--- config.mk ---
export PLATFORM = sky130hd
export DESIGN_NAME = uart_tx_arbiter
export DESIGN_NICKNAME = d
export VERILOG_FILES = /design/src/rtl/uart_pkg.sv /design/src/rtl/uart_rr_picker.sv /design/src/rtl/uart_tx_arbiter.sv
export SDC_FILE = /design/constraint.sdc
export NUM_CORES = 1
export LEC_CHECK = 0
export CAP_MARGIN = 30
export CORE_MARGIN = 1.5
export CORE_UTILIZATION = 42
export DETAILED_ROUTE_END_ITERATION = 7
export GPL_TIMING_DRIVEN = 0
export PLACE_DENSITY = 0.74
export SYNTH_ARGS = -nofsm -noshare
export SYNTH_HDL_FRONTEND = slang
export SYNTH_HIERARCHICAL = 1
export SYNTH_SLANG_ARGS = --single-unit
export TNS_END_PERCENT = 50
--- constraint.sdc ---
create_clock -name clk -period 2.7 [get_ports clk]
set_input_delay 0.54 -clock clk [delete_from_list [all_inputs] [get_ports clk]]
set_output_delay 0.54 -clock clk [all_outputs]
set_load 0.005 [all_outputs]
--- src/rtl/uart_pkg.sv ---
// Shared UART definitions: line-level constants used by uart_tx and the
// arbiter's state encoding plus width helpers for its derived parameters.
package uart_pkg;

    typedef enum logic [0:0] {
        ARB  = 1'b0,
        SEND = 1'b1
    } arb_state_t;

    localparam logic TX_IDLE  = 1'b1;
    localparam logic TX_START = 1'b0;
    localparam logic TX_STOP  = 1'b1;

    // Index width for n requesters; never narrower than one bit.
    function automatic int grant_width(input int n);
        return (n > 1) ? $clog2(n) : 1;
    endfunction

    // Stall counter width able to hold the timeout value itself.
    function automatic int stall_width(input int t);
        return (t > 0) ? $clog2(t + 1) : 1;
    endfunction

endpackage

--- src/rtl/uart_rr_picker.sv ---
// Combinational round-robin picker: first set request at or above rr_ptr,
// wrapping around to the lowest index when none is found above it.
module uart_rr_picker
    import uart_pkg::*;
#(
    parameter int NUM_REQ = 4,
    parameter int GRANT_W = 2
) (
    input  logic [NUM_REQ-1:0] req,
    input  logic [GRANT_W-1:0] rr_ptr,
    output logic               any,
    output logic [GRANT_W-1:0] winner
);

    logic [NUM_REQ-1:0] upper_s;
    logic [NUM_REQ-1:0] cand_s;
    logic [NUM_REQ-1:0] onehot_s;

    // Requests at or above the pointer take precedence; otherwise fall back to all.
    always_comb begin
        upper_s = {NUM_REQ{1'b0}};
        for (int i = 0; i < NUM_REQ; i++) begin
            upper_s[i] = (GRANT_W'(i) >= rr_ptr);
        end
        if (|(req & upper_s)) begin
            cand_s = req & upper_s;
        end else begin
            cand_s = req;
        end
        onehot_s = cand_s & (~cand_s + NUM_REQ'(1));
    end

    // Encode the isolated lowest set bit into an index.
    always_comb begin
        any    = |req;
        winner = {GRANT_W{1'b0}};
        for (int i = 0; i < NUM_REQ; i++) begin
            winner = winner | (GRANT_W'(i) & {GRANT_W{onehot_s[i]}});
        end
    end

endmodule

--- src/rtl/uart_tx_arbiter.sv ---
// Packet-level round-robin arbiter sharing one uart_tx among NUM_REQ requesters,
// with an optional stall timeout that reclaims the grant mid-packet.
module uart_tx_arbiter
    import uart_pkg::*;
#(
    parameter int  NUM_REQ       = 4,
    parameter int  WORD_LENGTH   = 8,
    parameter int  STALL_TIMEOUT = 1000000,
    localparam int GRANT_W       = grant_width(NUM_REQ)
) (
    input  logic                           clk,
    input  logic                           rst_n,
    input  logic [NUM_REQ*WORD_LENGTH-1:0] req_data,
    input  logic [NUM_REQ-1:0]             req_valid,
    input  logic [NUM_REQ-1:0]             req_last,
    output logic [NUM_REQ-1:0]             req_ready,
    output logic [WORD_LENGTH-1:0]         tx_data,
    output logic                           tx_data_valid,
    input  logic                           tx_data_ready,
    output logic [GRANT_W-1:0]             grant_id,
    output logic                           busy,
    output logic                           abort
);

    localparam int                  STALL_W    = stall_width(STALL_TIMEOUT);
    localparam bit                  TIMEOUT_EN = (STALL_TIMEOUT != 0);
    localparam logic [STALL_W-1:0]  STALL_LAST = (STALL_TIMEOUT > 0) ?
                                                 STALL_W'(STALL_TIMEOUT - 1) : {STALL_W{1'b0}};
    localparam logic [STALL_W-1:0]  STALL_MAX  = {STALL_W{1'b1}};
    localparam logic [GRANT_W-1:0]  LAST_REQ   = GRANT_W'(NUM_REQ - 1);

    arb_state_t             state_r;
    arb_state_t             state_s;
    logic [GRANT_W-1:0]     rr_ptr_r;
    logic [GRANT_W-1:0]     grant_r;
    logic [STALL_W-1:0]     stall_cnt_r;
    logic                   abort_r;

    logic                   pick_any_s;
    logic [GRANT_W-1:0]     pick_winner_s;
    logic [GRANT_W-1:0]     next_ptr_s;
    logic [NUM_REQ-1:0]     grant_oh_s;
    logic                   sel_valid_s;
    logic                   sel_last_s;
    logic [WORD_LENGTH-1:0] sel_data_s;
    logic                   xfer_s;
    logic                   timeout_s;
    logic                   pkt_end_s;

    uart_rr_picker #(
        .NUM_REQ (NUM_REQ),
        .GRANT_W (GRANT_W)
    ) u_picker (
        .req    (req_valid),
        .rr_ptr (rr_ptr_r),
        .any    (pick_any_s),
        .winner (pick_winner_s)
    );

    // Decode the grantee and mux its word, valid and last with an AND-OR tree.
    always_comb begin
        grant_oh_s  = {NUM_REQ{1'b0}};
        sel_valid_s = 1'b0;
        sel_last_s  = 1'b0;
        sel_data_s  = {WORD_LENGTH{1'b0}};
        for (int i = 0; i < NUM_REQ; i++) begin
            grant_oh_s[i] = (grant_r == GRANT_W'(i));
            sel_valid_s   = sel_valid_s | (req_valid[i] & grant_oh_s[i]);
            sel_last_s    = sel_last_s  | (req_last[i]  & grant_oh_s[i]);
            sel_data_s    = sel_data_s  |
                            (req_data[i*WORD_LENGTH +: WORD_LENGTH] & {WORD_LENGTH{grant_oh_s[i]}});
        end
    end

    // Zero-latency pass-through of the grantee while sending; everything quiet in ARB.
    always_comb begin
        if (state_r == SEND) begin
            busy          = 1'b1;
            tx_data       = sel_data_s;
            tx_data_valid = sel_valid_s;
            req_ready     = grant_oh_s & {NUM_REQ{tx_data_ready}};
        end else begin
            busy          = 1'b0;
            tx_data       = {WORD_LENGTH{1'b0}};
            tx_data_valid = 1'b0;
            req_ready     = {NUM_REQ{1'b0}};
        end
    end

    // Packet termination: a transferred last word, or the stall limit reached with valid still low.
    always_comb begin
        xfer_s     = tx_data_valid & tx_data_ready;
        timeout_s  = TIMEOUT_EN & (state_r == SEND) & ~sel_valid_s & (stall_cnt_r == STALL_LAST);
        pkt_end_s  = (state_r == SEND) & ((xfer_s & sel_last_s) | timeout_s);
        if (grant_r == LAST_REQ) begin
            next_ptr_s = {GRANT_W{1'b0}};
        end else begin
            next_ptr_s = grant_r + GRANT_W'(1);
        end
    end

    // Next-state logic: ARB lasts one cycle when anyone requests, SEND runs to packet end.
    always_comb begin
        state_s = state_r;
        case (state_r)
            ARB: begin
                if (pick_any_s) begin
                    state_s = SEND;
                end else begin
                    state_s = ARB;
                end
            end
            SEND: begin
                if (pkt_end_s) begin
                    state_s = ARB;
                end else begin
                    state_s = SEND;
                end
            end
            default: state_s = ARB;
        endcase
    end

    // State register.
    always_ff @(posedge clk or negedge rst_n) begin
        if (!rst_n) begin
            state_r <= ARB;
        end else begin
            state_r <= state_s;
        end
    end

    // Grant capture on arbitration; pointer moves past the grantee when its packet ends.
    always_ff @(posedge clk or negedge rst_n) begin
        if (!rst_n) begin
            grant_r  <= {GRANT_W{1'b0}};
            rr_ptr_r <= {GRANT_W{1'b0}};
        end else if ((state_r == ARB) && pick_any_s) begin
            grant_r  <= pick_winner_s;
            rr_ptr_r <= rr_ptr_r;
        end else if (pkt_end_s) begin
            grant_r  <= grant_r;
            rr_ptr_r <= next_ptr_s;
        end else begin
            grant_r  <= grant_r;
            rr_ptr_r <= rr_ptr_r;
        end
    end

    // Saturating stall counter and the one-cycle abort pulse.
    always_ff @(posedge clk or negedge rst_n) begin
        if (!rst_n) begin
            stall_cnt_r <= {STALL_W{1'b0}};
            abort_r     <= 1'b0;
        end else begin
            abort_r <= timeout_s;
            if ((state_r != SEND) || sel_valid_s || timeout_s) begin
                stall_cnt_r <= {STALL_W{1'b0}};
            end else if (stall_cnt_r != STALL_MAX) begin
                stall_cnt_r <= stall_cnt_r + STALL_W'(1);
            end else begin
                stall_cnt_r <= stall_cnt_r;
            end
        end
    end

    assign grant_id = grant_r;
    assign abort    = abort_r;

endmodule

==> impl.org <==
** Min path
- In this run the worst hold path is classified as register to register.

** Place
- The congestion estimate from routability-driven global placement came to 0.824.
- Summed over all nets, the half-perimeter wirelength after detailed placement is 3760 µm.
- Port buffering added 59 buffers.

** Pwr
- IR Drop Worst-Case VDD :: 0.000308 V
- Pleak :: 1.09 nW
- Cell Pwr Density :: 637 mW/mm²
- Final Total Pwr :: 0.00167 W

** Synthesis
- Dominant combinational cell family by area after synthesis :: simple AND/OR/NAND/NOR gates
- Share of the synthesized area in compound gates (AO/OA/AOI/OAI) :: 22.9%
- Synth cell count leaders :: nor2_1 (27), dfrtp_1 (26), a22oi_1 (16)
- Part of the Yosys area used for sequential elements :: 34.9%
- Share of flip-flops with an asynchronous set or reset after synthesis :: 100%
- Synthesized netlist net count :: 255
- Most numerous cell in the Yosys netlist :: nor2_1
- Yosys printed 6 warnings.
- EDFF count, synth :: 0
- Number of register bits inferred by synthesis :: 26
- The synthesized netlist occupies a cell area of 0.00187 mm².
- Multiplexer share of the synthesized area :: 1.21%
- Xor-xnor portion of the synthesized cell area :: 5.16%
- Count of unique library cells instantiated by Yosys :: 43
- In the synthesized netlist, the number of instances is 207.
- Most area-hungry cell type in the Yosys netlist :: dfrtp_1
- Post-synth top area share :: 34.9%
- After Yosys synthesis, and, or, nand and nor cells account for 28.2% of the synthesized area.
- Synthesized-area fraction occupied by adder cells :: 3.35%
- In this run the mean area of a mapped cell was 9.02 µm².
- Largest cells by area after synthesis :: dfrtp_1 (35%), a22oi_1 (6.4%), nor2_1 (5.4%)
- The most used flip-flop cell after synthesis is dfrtp_1.

** Floorplan
- Starting density of the core :: 43.2%
- The core region is 0.00432 mm².
- The die is 69.7 µm tall.
- The floorplan step defined a die boundary enclosing 0.00485 mm².
- 60 I/O pins were placed.
- Width of the die :: 69.7 µm
- Cell row count :: 24

** CTS
- The later pin in the worst-skew pair is clocked with a latency of 260 ps.
- CTS built an H-tree with a depth of 1.
- CTS Root Cell :: clkbuf_8
- For this design, the CTS-stage hold fixing added 0 buffers.
- TritonCTS built the clock tree.
- Number of buffers created by CTS :: 3
- Buffer levels on the longest clock path :: 2
- CTS clk-pin slew, worst paths :: 80 ps
- Clock tree synthesis found a total of 26 sinks.

** Setup path
- Type of element launching the critical path :: register
- The critical path goes through inv_1 > ha_1 > a22o_2 > a221oi_4 > nor2b_1 > clkdlybuf4s50_1.
- On the worst path, the slowest cell contributes a delay of 450 ps.
- The worst setup path is captured at an output port.
- The number of buffers and inverters on the critical path is 2.
- The setup path with the least slack is of type register to output port.
- Along the worst path, the maximum fanout reaches 5.
- The slowest stage of the critical path belongs to the cell clkdlybuf4s50_1.
- Data arrival at the endpoint of the critical path :: 2040 ps
- For the worst setup path, the data required time is 2160 ps.
- Cell family with most CP delay :: compound AO/OA/AOI/OAI gates

** Timing
- RSZ-0062 raised after global routing :: false
- Max Clock Freq :: 388 MHz
- Part of the cycle the worst path needs :: 95.5%
- Count of pins over their slew limit :: 0
- Setup TNS :: 0 ps
- # setup viols final :: 0
- Worst Max-Slew Pin Slew :: 644 ps
- The hold violation count in the final report came to 0.
- Headroom to the max-slew limit came out at 56.9%.
- Clock period minus worst slack :: 2580 ps
- Layout Skew :: 1.75 ps

** Routing
- WL final :: 4900 µm
- Drt drc :: 0
- Across all layers, the routed design uses 1816 vias.
- After the first detailed-routing iteration, the DRC count stood at 55.
- Remaining antenna violation count :: 0
- Number of vias per cell after detailed routing :: 5.59
- The first TritonRoute pass finished after 4 iterations.
- Wire length per cell after detailed routing :: 15.1 µm

** Global route
- Number of antenna violations at the first check in global routing :: 0
- Gr ovfl total :: 0
- Wire length of the first global-routing pass :: 8270 µm
- Largest net degree at the start of global routing :: 15
- Vias in the first global route :: 1815
- Global routing consumed, over all layers together, 20.7% of the routing resources.

** Final layout
- The number of antenna diodes in the final layout is 0.
- From synthesis to final layout, the design area changed by 40.5%.
- For this run, the post-layout net count is 322.
- Cells with a size suffix above 1 make up 11.7% of the layout.

** Flow run
- The tool flagged a number of max-cap violations equal to 0.

** Run status
- The run finished with clean final reports.
-- logic make-up after synthesis --
family | count (synthesis)
muxes | 2
and+or+nand+nor | 92
AOI/OAI and AO/OA | 54
DFF | 26
adders and majority gates | 5
buffers and inverters | 17
xor gates and xnor gates | 11
-- worst paths after layout --
| kind | from | to | slack [ps] | cells after the start |
|---|---|---|---|---|
| max | grant_id[0] | tx_data_valid | 120 | 6 |
| min | stall_cnt_r[12] | stall_cnt_r[12] | 570 | 1 |
| max in group asynchronous | rst_n | grant_id[0] | 1510 | 2 |
| max reg2reg | grant_id[0] | rr_ptr_r[0] | 570 | 8 |
| min in group asynchronous | rst_n | stall_cnt_r[1] | 670 | 1 |
| min reg2reg | stall_cnt_r[12] | stall_cnt_r[12] | 570 | 1 |
-- final cells by class --
class	instances	area, µm²
plain buffers	11	66.3
clock buffers	4	55.1
fillers	411	1700
multi-input cells	164	1140
well taps	52	65.1
flip-flops and latches	26	652
repair buffers	62	626
inverters	6	22.5
-- layout by cell type (no fill, tap or decap), types with 3 or more instances in the layout --
cell type,synthesis,layout
a211oi_1,10,10
a21boi_0,9,3
a21boi_1,0,6
a21oi_1,4,4
a22oi_1,16,16
and3_1,12,12
and3_2,3,3
and4_1,3,3
buf_2,8,5
buf_4,2,6
clkbuf_8,0,4
clkdlybuf4s50_1,0,57
dfrtp_1,26,25
ha_1,5,4
inv_1,6,6
nand2_1,13,13
nand3_1,7,7
nand4_1,4,4
nor2_1,27,27
nor2b_1,3,3
nor3_1,6,6
xnor2_1,10,10
-- what timing repair did --
item,CTS,global route
endpoints found under the hold margin,0,0
setup buffers,0,2
resized for setup,2,11
setup endpoints to repair,1,9
-- report_power, final --
part           leakage, nW  total [W]  internal (W)  switching, W
logic                0.717   0.000922      0.000510      0.000412
registers            0.349   0.000508      0.000439     0.0000693
clock network       0.0288   0.000242      0.000130      0.000112
-- routing by layer --
| layer | up-vias | track usage (%) | wire [µm] |
|---|---|---|---|
| li1 | 904 | - | - |
| met1 | 845 | 27.0 | 2270 |
| met2 | 61 | 36.3 | 2270 |
| met3 | 6 | 3.05 | 299 |
| met4 | 0 | 4.70 | 53 |
| met5 | - | 0 | 0 |
-- sequential cells by signal (all words and copies together) (netlist names) --
| name | count |
|---|---|
| abort | 1 |
| grant_id | 2 |
| rr_ptr_r | 2 |
| state_r | 1 |
| stall_cnt_r | 20 |
-- stage by stage --
| step | hold slack (ps) | instances | worst slack (ps) | cell area [µm²] | util, % |
|---|---|---|---|---|---|
| finish | 568 | 325 | 122 | 2620 | 60.7 |
| global route | 606 | 325 | 22.6 | 2620 | 60.7 |
| CTS | 567 | 323 | 7.19 | 2600 | 60.1 |
| detailed placement | 556 | 319 | 10.4 | 2540 | 58.7 |
| global placement | 555 | 318 | 18.7 | 2520 | 58.3 |
| floorplan | 244 | 207 | 754 | 1870 | - |
Note: power is estimated with default switching activity, not from simulation.
